### config.mk
export PLATFORM = sky130hd
export DESIGN_NAME = seg_scan_ctrl
export DESIGN_NICKNAME = d
export VERILOG_FILES = /design/src/rtl/seg_scan_ctrl.sv
export SDC_FILE = /design/constraint.sdc
export NUM_CORES = 1
export LEC_CHECK = 0
export CAP_MARGIN = 40
export CORE_ASPECT_RATIO = 0.75
export CORE_MARGIN = 4
export CORE_UTILIZATION = 35
export CTS_CLUSTER_DIAMETER = 100
export DETAILED_ROUTE_END_ITERATION = 16
export SLEW_MARGIN = 20
export SYNTH_ARGS = -nofsm -noshare
export SYNTH_HDL_FRONTEND = slang
export SYNTH_SLANG_ARGS = --single-unit
### constraint.sdc
create_clock -name clk -period 7.95 [get_ports clk]
set_input_delay 2.385 -clock clk [delete_from_list [all_inputs] [get_ports clk]]
set_output_delay 2.385 -clock clk [all_outputs]
set_load 0.02 [all_outputs]
### src/rtl/seg_scan_ctrl.sv
`default_nettype none
// ============================================================================
// Module   : seg_scan_ctrl
// Brief    : CPU-mapped multiplexed 7-segment scanner for up to 8 digits with
//            per-digit blink, 16-level PWM brightness and a static LED port.
// Revision : 1.0 - initial release
// ============================================================================
module seg_scan_ctrl #(
    parameter int ADDRWIDTH    = 4,
    parameter int DIGITS       = 8,
    parameter int SCAN_DIV     = 1563,
    parameter int DIV_WIDTH    = 16,
    parameter int BLINK_FRAMES = 32
) (
    input  logic                 clk,
    input  logic                 rst,
    input  logic                 wr,
    input  logic [ADDRWIDTH-1:0] waddr,
    input  logic [31:0]          wdata,
    input  logic                 rd,
    input  logic [ADDRWIDTH-1:0] raddr,
    output logic [31:0]          rdata,
    output logic [DIGITS-1:0]    scan_cs,
    output logic [7:0]           scan_out,
    output logic [7:0]           static_out,
    output logic                 frame_tick
);

    localparam int c_idx_w   = (DIGITS > 1) ? $clog2(DIGITS) : 1;
    localparam int c_blink_w = (BLINK_FRAMES > 1) ? $clog2(BLINK_FRAMES) : 1;

    localparam logic [DIV_WIDTH-1:0] c_div_last   = DIV_WIDTH'(SCAN_DIV - 1);
    localparam logic [c_idx_w-1:0]   c_idx_last   = c_idx_w'(DIGITS - 1);
    localparam logic [c_blink_w-1:0] c_blink_last = c_blink_w'(BLINK_FRAMES - 1);

    localparam logic [ADDRWIDTH-1:0] c_addr_ctrl   = ADDRWIDTH'(32'h0);
    localparam logic [ADDRWIDTH-1:0] c_addr_data0  = ADDRWIDTH'(32'h4);
    localparam logic [ADDRWIDTH-1:0] c_addr_static = ADDRWIDTH'(32'h8);
    localparam logic [ADDRWIDTH-1:0] c_addr_data1  = ADDRWIDTH'(32'hC);

    // ------------------------------------------------------------------
    // Register file
    // ------------------------------------------------------------------
    logic                 r_enable;
    logic [7:0]           r_mask;
    logic [3:0]           r_bright;
    logic [31:0]          r_data0;
    logic [31:0]          r_data1;
    logic [7:0]           r_static;
    logic [31:0]          r_rdata;
    logic [31:0]          w_rd_val;

    always_ff @(posedge clk or posedge rst) begin
        if (rst) begin
            r_enable <= 1'b0;
            r_mask   <= 8'h00;
            r_bright <= 4'h0;
            r_data0  <= 32'h0;
            r_data1  <= 32'h0;
            r_static <= 8'h00;
        end else if (wr) begin
            case (waddr)
                c_addr_ctrl: begin
                    r_enable <= wdata[0];
                    r_mask   <= wdata[15:8];
                    r_bright <= wdata[19:16];
                end
                c_addr_data0:  r_data0  <= wdata;
                c_addr_static: r_static <= wdata[7:0];
                c_addr_data1:  r_data1  <= wdata;
                default: ;
            endcase
        end
    end

    // Read mux looks at the pre-write register value, so a same-cycle
    // write/read of one address returns the old contents.
    always_comb begin
        w_rd_val = 32'h0;
        case (raddr)
            c_addr_ctrl:   w_rd_val = {12'h000, r_bright, r_mask, 7'h00, r_enable};
            c_addr_data0:  w_rd_val = r_data0;
            c_addr_static: w_rd_val = {24'h000000, r_static};
            c_addr_data1:  w_rd_val = r_data1;
            default:       w_rd_val = 32'h0;
        endcase
    end

    always_ff @(posedge clk or posedge rst) begin
        if (rst) begin
            r_rdata <= 32'h0;
        end else begin
            r_rdata <= rd ? w_rd_val : 32'h0;
        end
    end

    // ------------------------------------------------------------------
    // Scan timebase: prescaler -> 16 sub-phases -> digit index
    // ------------------------------------------------------------------
    logic [DIV_WIDTH-1:0] r_presc;
    logic [3:0]           r_sub;
    logic [c_idx_w-1:0]   r_idx;
    logic [c_blink_w-1:0] r_blink_cnt;
    logic                 r_blink;
    logic                 r_frame_tick;
    logic                 w_tick;
    logic                 w_slot_end;
    logic                 w_frame_end;

    assign w_tick      = (r_presc == c_div_last);
    assign w_slot_end  = w_tick && (r_sub == 4'hF);
    assign w_frame_end = w_slot_end && (r_idx == c_idx_last);

    always_ff @(posedge clk or posedge rst) begin
        if (rst) begin
            r_presc <= '0;
        end else if (w_tick) begin
            r_presc <= '0;
        end else begin
            r_presc <= r_presc + 1'b1;
        end
    end

    always_ff @(posedge clk or posedge rst) begin
        if (rst) begin
            r_sub <= 4'h0;
            r_idx <= '0;
        end else if (w_tick) begin
            r_sub <= r_sub + 4'h1;
            if (r_sub == 4'hF) begin
                r_idx <= (r_idx == c_idx_last) ? '0 : r_idx + 1'b1;
            end
        end
    end

    // Blink state keeps running with the display disabled so that re-enabling
    // does not restart the blink cadence.
    always_ff @(posedge clk or posedge rst) begin
        if (rst) begin
            r_frame_tick <= 1'b0;
            r_blink_cnt  <= '0;
            r_blink      <= 1'b0;
        end else begin
            r_frame_tick <= w_frame_end;
            if (w_frame_end) begin
                if (r_blink_cnt == c_blink_last) begin
                    r_blink_cnt <= '0;
                    r_blink     <= ~r_blink;
                end else begin
                    r_blink_cnt <= r_blink_cnt + 1'b1;
                end
            end
        end
    end

    // ------------------------------------------------------------------
    // Digit selection and segment decode
    // ------------------------------------------------------------------
    logic [2:0]        w_idx3;
    logic [63:0]       w_data64;
    logic              w_on;
    logic              w_dp;
    logic              w_dash;
    logic [3:0]        w_hex;
    logic [6:0]        w_hex_seg;
    logic [6:0]        w_segs;
    logic              w_sel;
    logic [DIGITS-1:0] w_cs_next;
    logic [7:0]        w_out_next;

    assign w_idx3   = 3'(r_idx);
    assign w_data64 = {r_data1, r_data0};
    assign w_on     = w_data64[{w_idx3, 3'd7}];
    assign w_dp     = w_data64[{w_idx3, 3'd6}];
    assign w_dash   = w_data64[{w_idx3, 3'd5}];
    assign w_hex    = w_data64[{w_idx3, 3'd0} +: 4];

    // Segment order {a,b,c,d,e,f,g}
    always_comb begin
        w_hex_seg = 7'b0000000;
        case (w_hex)
            4'h0: w_hex_seg = 7'b1111110;
            4'h1: w_hex_seg = 7'b0110000;
            4'h2: w_hex_seg = 7'b1101101;
            4'h3: w_hex_seg = 7'b1111001;
            4'h4: w_hex_seg = 7'b0110011;
            4'h5: w_hex_seg = 7'b1011011;
            4'h6: w_hex_seg = 7'b1011111;
            4'h7: w_hex_seg = 7'b1110000;
            4'h8: w_hex_seg = 7'b1111111;
            4'h9: w_hex_seg = 7'b1111011;
            4'hA: w_hex_seg = 7'b1110111;
            4'hB: w_hex_seg = 7'b0011111;
            4'hC: w_hex_seg = 7'b1001110;
            4'hD: w_hex_seg = 7'b0111101;
            4'hE: w_hex_seg = 7'b1001111;
            4'hF: w_hex_seg = 7'b1000111;
            default: w_hex_seg = 7'b0000000;
        endcase
    end

    always_comb begin
        w_segs = 7'b0000000;
        if (w_on) begin
            w_segs = w_dash ? 7'b0000001 : w_hex_seg;
        end
    end

    // PWM: the digit is lit on sub-phases 0..B of its 16-tick slot.
    assign w_sel = r_enable && (r_sub <= r_bright) && !(r_mask[w_idx3] && r_blink);

    always_comb begin
        w_cs_next = '1;
        for (int i = 0; i < DIGITS; i++) begin
            w_cs_next[i] = !(w_sel && (int'(r_idx) == i));
        end
    end

    assign w_out_next = w_sel ? {w_segs, w_dp} : 8'h00;

    logic [DIGITS-1:0] r_cs;
    logic [7:0]        r_out;

    always_ff @(posedge clk or posedge rst) begin
        if (rst) begin
            r_cs  <= '1;
            r_out <= 8'h00;
        end else if (w_tick) begin
            r_cs  <= w_cs_next;
            r_out <= w_out_next;
        end
    end

    assign rdata      = r_rdata;
    assign scan_cs    = r_cs;
    assign scan_out   = r_out;
    assign static_out = r_static;
    assign frame_tick = r_frame_tick;

endmodule
`default_nettype wire

== Yosys cells after proc, flatten, opt, wreduce, memory -nomap -nowiden ==
Memories as Yosys holds them, arrays and structs flattened.
Cells that the tools add are included.
Cells by class
  magnitude comparators: 5
  mux-type cells: 16
  bitwise operators: 1
  reductions and logical operators: 31
  add/sub/neg operators: 4
  shift operators: 1
  eq/ne operators: 17
Operators by type and width (number)
  $pmux W32 S4: 1
  $shiftx A64 B7 Y4: 1
  $mux W32: 1
  $lt A6 B7 Y1 const B: 3
  $eq A4 B4 Y1 const B: 5
  $add A16 B1 Y16 const B: 1
  $eq A16 B11 Y1 const B: 1
  $mux W16: 1
  $eq A3 B3 Y1 const B: 5
  $mux W7: 2
  $logic_and A1 B1 Y1: 13
  $bmux W1 S3: 4
  $reduce_and A2 Y1: 6
  $logic_not A1 Y1: 9
  $eq A4 B3 Y1 const B: 2
  $logic_not A4 Y1: 2
  $mux W8: 1
  $eq A3 B2 Y1 const B: 2
  $add A5 B1 Y5 const B: 1
  $eq A5 B5 Y1 const B: 1
  $mux W5: 1
  $add A4 B1 Y4 const B: 1
  $le A4 B4 Y1: 1
  $lt A3 B4 Y1 const B: 1
  6 further kinds: 9
Storage, ports and cells
  bits in read-only memories: 112
  input port bits: 44
  flip-flop bits (word level): 163
  word-level logic and storage cells: 91
  memories: 1
Memory list
  (no name shown): depth 16, width 7, rd ports 1, clocked after memory_dff 0, wr ports 0, line 181  | case (w_hex)

== Logic depth before layout (Yosys ltp) ==
Gate-level depths: netlist of run 1.
  depth in word-level cells: 7
  depth in mapped cells: 10

== Least setup slack after synthesis of run 1 ==
OpenSTA, ideal clock, no wires.
  path type: in2reg
  start: input waddr[1]
  end: register r_bright[0]
  required time: 7.825 ns
  arrival time: 3.813 ns
  path buffers: 1
  stages: 5
  path slack: 4.012 ns
  path through: nor2_1 -> nand2_1 -> nor3_1 -> clkbuf_1 -> mux2_2
On the way
  longest elaborated chain between the ends: 2
RTL lines
  from (decl): line 18  | input logic [ADDRWIDTH-1:0] waddr,
  $logic_not A4 Y1: line 62  | case (waddr)
  $reduce_and A2 Y1 (no source line)
  to (signal assigned): line 66  | r_bright <= wdata[19:16];
  to (decl): line 46  | logic [3:0] r_bright;
No other way between the ends.
A chain may end at the register's enable or synchronous reset.

== Worst setup path in the final report of run 1 ==
  start: register r_cs[5], in the netlist scan_cs[5]
  end: output scan_cs[5]
RTL lines
  from (decl): line 221  | logic [DIGITS-1:0] r_cs;
  from (signal assigned): line 229  | r_cs <= w_cs_next;
  to (decl): line 23  | output logic [DIGITS-1:0] scan_cs,
No word-level cell between the ends.

==> flow_summary.yaml, run 1 <==
drt:
  via_per_inst: 5.24
  wl_um: 18900
  dr.pass1.iters: 6
  routedWlPerCell_um: 19.6
  drt_iter0_markers: 402
  dr_total_vias: 5039
  antenna_left: 0
  drc: 0
pwr:
  p_per_area_nw_per_um2: 233
  p_total_mw: 2.18
  vdd.ir_drop.worst_uv: 141
  p_leak_nw: 4.00
critical_path:
  cp_data_required_time_ns: 5.57
  r2r_start: "r_presc[0]$_DFF_PP0_"
  crit_arrival_ns: 1.56
  critPathMaxFanout: 2
  r2r_slack_ns: 4.86
  r2r_cells: 7
  crit_buf_inv: 1
  crit_path_start_kind: "flip-flop"
  critPathTopFamily: "buffers and inverters"
  critPathKind: "reg2out"
  r2r_end: "r_blink_cnt[2]$_DFFE_PP0P_"
  path_cells: "clkdlybuf4s50_1"
  end_kind: "primary output"
  critPathMaxStageDelay_ns: 0.60
  slowest_stage: "clkdlybuf4s50_1"
cts:
  clk_pin_slew_ns: 0.06
  cts_tree: "done"
  cts_hold_buf: 0
  clock_tree.root_cell: "clkbuf_16"
  cts_resized: 0
  cts_sinks: 163
  cts.path.max_buffers: 2
  htree_num_levels: 4
  post_cts_buffers: 0
  cts_inserted_buffers: 17
  insertion_delay_ns: 0.43
floorplanning:
  die-area_sq_um: 23400
  die_w_um: 175
  io_pins: 101
  design.core.area_sq_um: 20400
  start_util_pct: 35.9
  rows: 45
  die_y_um: 133
timing:
  finalSetupViolCount: 0
  fmax_mhz: 254
  slew_headroom_pct: 40.2
  period_needed_ns: 3.94
  drv_slew: 0
  fin_hold_ws_ns: 0.480
  layout_worst_path_cycle_share_pct: 49.6
  rsz0062_at_grt: "no"
  finalSetupTns_ns: 0
  final.setup_skew_ns: 0.00710
  worst_pin_slew_ns: 0.893
  hold_viol: 0
final_layout:
  area_delta_synth_final_pct: 27.4
  n_antenna_cell: 0
  num-nets-final: 731
  final_cells: 961
  layout-drive-gt1-share_pct: 23.7
hold_path:
  min_to: "r_presc[15]$_DFF_PP0_"
  min_from: "r_presc[15]$_DFF_PP0_"
  min_path_type: "reg2reg"
  hold_depth: 1
synth:
  synth_top_flop_cell: "dfrtp_1"
  yosysTopAreaCell: "dfrtp_1"
  async_reset_ff_share_pct: 100
  yosysSeqAreaShare_pct: 55.7
  yosysUniqueCellTypes: 50
  netlist.area_leader.share_pct: 52.9
  yosys_warnings: 0
  syn_nets: 626
  synth_seq_cells: 163
  netlist_area_sq_um: 7340
  avgSynthCellArea_sq_um: 13.1
  syn_inst: 561
  netlist_top_cells_area: "dfrtp_1 53%, mux2_2 13%, ha_1 3.6%"
  synth-edff-count: 0
global_route:
  grt_max_degree: 85
  grt_overflow_total: 0
  grt_pass1_vias: 5474
  grt_pass1_wl_um: 30400
  antenna_found_initial: 0
  grt_use_total_pct: 16.7
run_status:
  status: "complete, no violations"
placement:
  numPortBuffers: 100
  dp_cells: 926
  dp_hpwl_um: 12800
  gp_congestion: 0.761
run:
  drv_cap: 0
==> synthesized netlist by cell type, types with 2 or more instances <==
library cell / n
xnor2_1: 12
and3b_1: 2
mux4_2: 10
clkbuf_1: 16
nor2_1: 61
and2_1: 3
buf_2: 4
mux2_4: 2
mux4_1: 5
nor4bb_1: 2
a22o_1: 5
a21oi_1: 4
and3_1: 4
clkinv_1: 2
xor2_1: 6
nor3_1: 4
nand3_1: 12
mux2_2: 87
buf_1: 4
buf_6: 2
ha_1: 21
mux2i_1: 5
a21o_1: 2
nand2_1: 25
a311oi_1: 2
nor4_1: 3
a31oi_1: 6
o21ai_0: 10
inv_1: 16
a222oi_1: 19
nand4_1: 6
mux2i_2: 2
a32o_1: 3
dfrtp_1: 155
a22oi_1: 16
o211ai_1: 2
dfstp_2: 8
==> stage by stage <==
stage	worst slack (ns)	cell area, sq um	util, %
finish	4.01	9350	45.7
global route	3.96	9350	45.7
detailed placement	3.61	8690	42.5
global placement	3.59	8660	42.4
CTS	3.98	9300	45.5
floorplan	1.17	7340	-
==> report_power, final <==
part	switching, mW	internal, mW
registers	0.0856	0.933
logic	0.139	0.174
clock network	0.349	0.499
total	0.574	1.61
==> kinds of logic after synthesis <==
group,after synthesis,share of synthesized area (%)
flip-flops,163,55.7
AND/OR/NAND/NOR,130,8.41
multiplexers,111,19.7
AO/OA/AOI/OAI,73,7.81
buffers and inverters,45,2.63
adder cells (fa/ha/maj),21,3.58
XOR/XNOR,18,2.15
==> worst max-delay path by stage <==
stage / startpoint / to / slack (ns) / cells past startpoint
floorplan: rst / frame_tick$_DFF_PP0_ / 1.17 / 1
global placement: rst / static_out[5]$_DFFE_PP0P_ / 3.59 / 3
detailed placement: waddr[1] / static_out[3]$_DFFE_PP0P_ / 3.61 / 5
CTS: scan_cs[4]$_DFFE_PP1N_ / scan_cs[4] / 3.98 / 1
global route: scan_cs[5]$_DFFE_PP1N_ / scan_cs[5] / 3.96 / 1
finish: scan_cs[5]$_DFFE_PP1N_ / scan_cs[5] / 4.01 / 1
==> cells in the final DEF, fill, tap and decap left out, types with 3 or more instances in the layout <==
master and instances:
dfstp_2 8, mux4_2 10, ha_1 21, xnor2_1 12
mux4_1 5, a31oi_1 6, a21oi_1 4, clkdlybuf4s50_1 100
a22o_1 5, clkbuf_16 17, a32o_1 3, clkinvlp_4 3
nor2_1 61, and2_1 3, dfrtp_1 155, o21ai_0 10
buf_4 8, mux2i_1 5, nand2_1 25, xor2_1 6
nand3_1 12, a222oi_1 19, a22oi_1 16, inv_6 5
mux2_2 87, nor3_1 3, and3_1 4, bufinv_16 3
nand4_1 6, inv_1 15
==> flip-flops by register name, indices dropped and copies added (netlist names), 5 cells and up <==
name / flops
r_blink_cnt: 5
r_data0: 32
r_data1: 32
r_mask: 8
r_presc: 16
rdata: 32
scan_cs: 8
scan_out: 8
static_out: 8
==> final cells by class <==
| type | instances | area [sq um] |
|---|---|---|
| Sequential cell | 163 | 4090 |
| Tap cell | 282 | 353 |
| Fill cell | 1815 | 11100 |
| Timing Repair Buffer | 113 | 1150 |
| Multi-Input combinational cell | 353 | 3080 |
| Inverter | 18 | 72.6 |
| Clock inverter | 14 | 178 |
| Clock buffer | 18 | 429 |
==> routing by layer <==
metal	global-route usage (%)	part of all wire, %	vias up	wire (um)
met5	0	0	-	0
met4	4.40	0.88	0	165
met3	3.63	4.6	14	876
met2	26.1	47	124	8860
met1	23.6	47	2623	8950
li1	-	-	2278	-
No activity file was read; power rests on OpenSTA's default activity.
==> run 2: changes to the inputs <==
==> constraint.sdc (replaced) <==
create_clock -name clk -period 3.5 [get_ports clk]
set_input_delay 1.05 -clock clk [delete_from_list [all_inputs] [get_ports clk]]
set_output_delay 1.05 -clock clk [all_outputs]
set_load 0.02 [all_outputs]
==> run 2 against run 1 <==
- utilization grew 0.40 points
- global-route usage grew 0.065 points
- highest routed layer unchanged
- die area is the same
- final cell count grew 0.73%
- final area grew 0.88%
- non-clock buffer count grew 7
- count of clock-buffer cells in the layout grew 2
- largest power group unchanged
- first-iteration DRC count shrank 19%
- routed wire length shrank 1.0%
- critical path depth grew 6
==> flow_summary.yaml, run 2 (synthesis gave the netlist of run 1 again) <==
timing:
  fmax_mhz: 363
  drv_slew: 0
  final.setup_skew_ns: 0.00792
  finalSetupViolCount: 0
  slew_headroom_pct: 53.7
  layout_worst_path_cycle_share_pct: 78.8
  hold_viol: 0
  period_needed_ns: 2.76
  worst_pin_slew_ns: 0.693
  rsz0062_at_grt: "no"
  finalSetupTns_ns: 0
critical_path:
  r2r_start: "r_presc[0]$_DFF_PP0_"
  r2r_cells: 7
  path_cells: "inv_1, ha_1, nor4bb_1, and4_1, nand4_1, or4b_2, nand2_1"
  cp_data_required_time_ns: 3.86
  critPathMaxFanout: 11
  r2r_slack_ns: 0.74
  critPathKind: "reg2reg"
  crit_start: "r_presc[0]$_DFF_PP0_"
  slowest_stage: "or4b_2"
  r2r_end: "r_blink_cnt[2]$_DFFE_PP0P_"
  crit_arrival_ns: 3.12
  critPathMaxStageDelay_ns: 0.76
  end_kind: "flip-flop"
  crit_path_start_kind: "flip-flop"
final_layout:
  layout-drive-gt1-share_pct: 24.5
  register_area_sq_um: 4090
  final_common_cell: "dfrtp_1"
  fill_cells: 1773
  final_cell_mix: "155 x dfrtp_1, 100 x clkdlybuf4s50_1, 87 x mux2_2"
  num-nets-final: 738
  n_antenna_cell: 0
  area_delta_synth_final_pct: 28.6
  multiInputGateArea_sq_um: 3070
drt:
  wl_um: 18700
  drc: 0
  dr_total_vias: 5038
  routedWlPerCell_um: 19.3
  drt_iter0_markers: 326
  dr.pass1.iters: 5
  antenna_left: 0
  via_per_inst: 5.20
placement:
  dp_hpwl_um: 13100
  gp_congestion: 0.787
  numPortBuffers: 100
cts:
  post_cts_buffers: 0
  clock_tree.root_cell: "clkbuf_16"
  htree_num_levels: 4
  cts_inserted_buffers: 17
  cts_hold_buf: 0
  cts.path.max_buffers: 2
  cts_tree: "done"
  insertion_delay_ns: 0.42
  cts_sinks: 163
  cts_resized: 0
  clk_pin_slew_ns: 0.06
hold_path:
  min_to: "r_presc[5]$_DFF_PP0_"
  min_from: "r_presc[5]$_DFF_PP0_"
  min_path_type: "reg2reg"
  hold_depth: 1
global_route:
  grt_overflow_total: 0
  grt_use_total_pct: 16.7
  grt_max_degree: 55
  grt_pass1_vias: 5463
  antenna_found_initial: 0
  grt_pass1_wl_um: 30600
pwr:
  p_leak_nw: 4.05
  p_total_mw: 5.08
  vdd.ir_drop.worst_uv: 307
  p_per_area_nw_per_um2: 539
floorplanning:
  start_util_pct: 35.9
  io_pins: 101
  design.core.area_sq_um: 20400
  die-area_sq_um: 23400
  rows: 45
  die_y_um: 133
  die_w_um: 175
run:
  drv_cap: 0
run_status:
  status: "complete, no violations"
[run 2: cell count changes in the layout (fill, tap and decap cells not counted), sizes merged]
cell and change:
clkinvlp -1, bufinv +2, buf +8, clkinv +1, inv -4, clkbuf +1
[run 2: metal layers]
layer | part of all wire [%] | track usage [%] | routed length (um) | vias to the layer above
met1 | 46 | 23.2 | 8650 | 2576
met5 | 0 | 0 | 0 | -
met4 | 0.90 | 4.01 | 168 | 0
met3 | 6.4 | 4.60 | 1190 | 13
li1 | - | - | - | 2296
met2 | 46 | 26.3 | 8660 | 153
[run 2: how the worst max path moves through the flow]
stage          slack (ns)                    endpoint  cells past startpoint
6_report             0.74  r_blink_cnt[2]$_DFFE_PP0P_                      7
5_1_grt              0.50  r_blink_cnt[2]$_DFFE_PP0P_                      7
4_1_cts              0.75  r_blink_cnt[2]$_DFFE_PP0P_                      7
3_5_place_dp         0.68         rdata[14]$_DFF_PP0_                      6
3_3_place_gp         0.69         rdata[14]$_DFF_PP0_                      6
2_1_floorplan        0.39        frame_tick$_DFF_PP0_                      1
[run 2: power by group]
| group | total, mW | switching (mW) | internal [mW] |
|---|---|---|---|
| Clock | 2.06 | 0.752 | 1.31 |
| Sequential | 2.31 | 0.192 | 2.12 |
| Combinational | 0.712 | 0.316 | 0.396 |
[run 2: critical path: cells and delay by family (launching register included)]
kind          cells  cell delay [ns]
fa+ha+maj         1             0.13
flops             1             0.42
simple gates      5             2.08
buf+inv           1             0.07
[run 2: area by class of cell]
type	instances	area share, %
Sequential cell	163	43.4
Inverter	18	0.756
Timing Repair Buffer	120	12.6
Multi-Input combinational cell	353	32.6
Tap cell	282	3.74
Clock buffer	20	4.84
Clock inverter	12	2.14
[run 2: stage by stage]
| stage | util, % | hold slack [ns] | instance area (sq um) | std cells | worst slack [ns] |
|---|---|---|---|---|---|
| after CTS | 46.1 | 0.506 | 9430 | 968 | 0.749 |
| after global placement | 42.9 | 0.477 | 8770 | 936 | 0.687 |
| after detailed placement | 42.9 | 0.490 | 8770 | 936 | 0.679 |
| after floorplan | - | 0.442 | 7340 | 561 | 0.386 |
| final | 46.1 | 0.502 | 9430 | 968 | 0.742 |
| after global routing | 46.1 | 0.510 | 9430 | 968 | 0.504 |
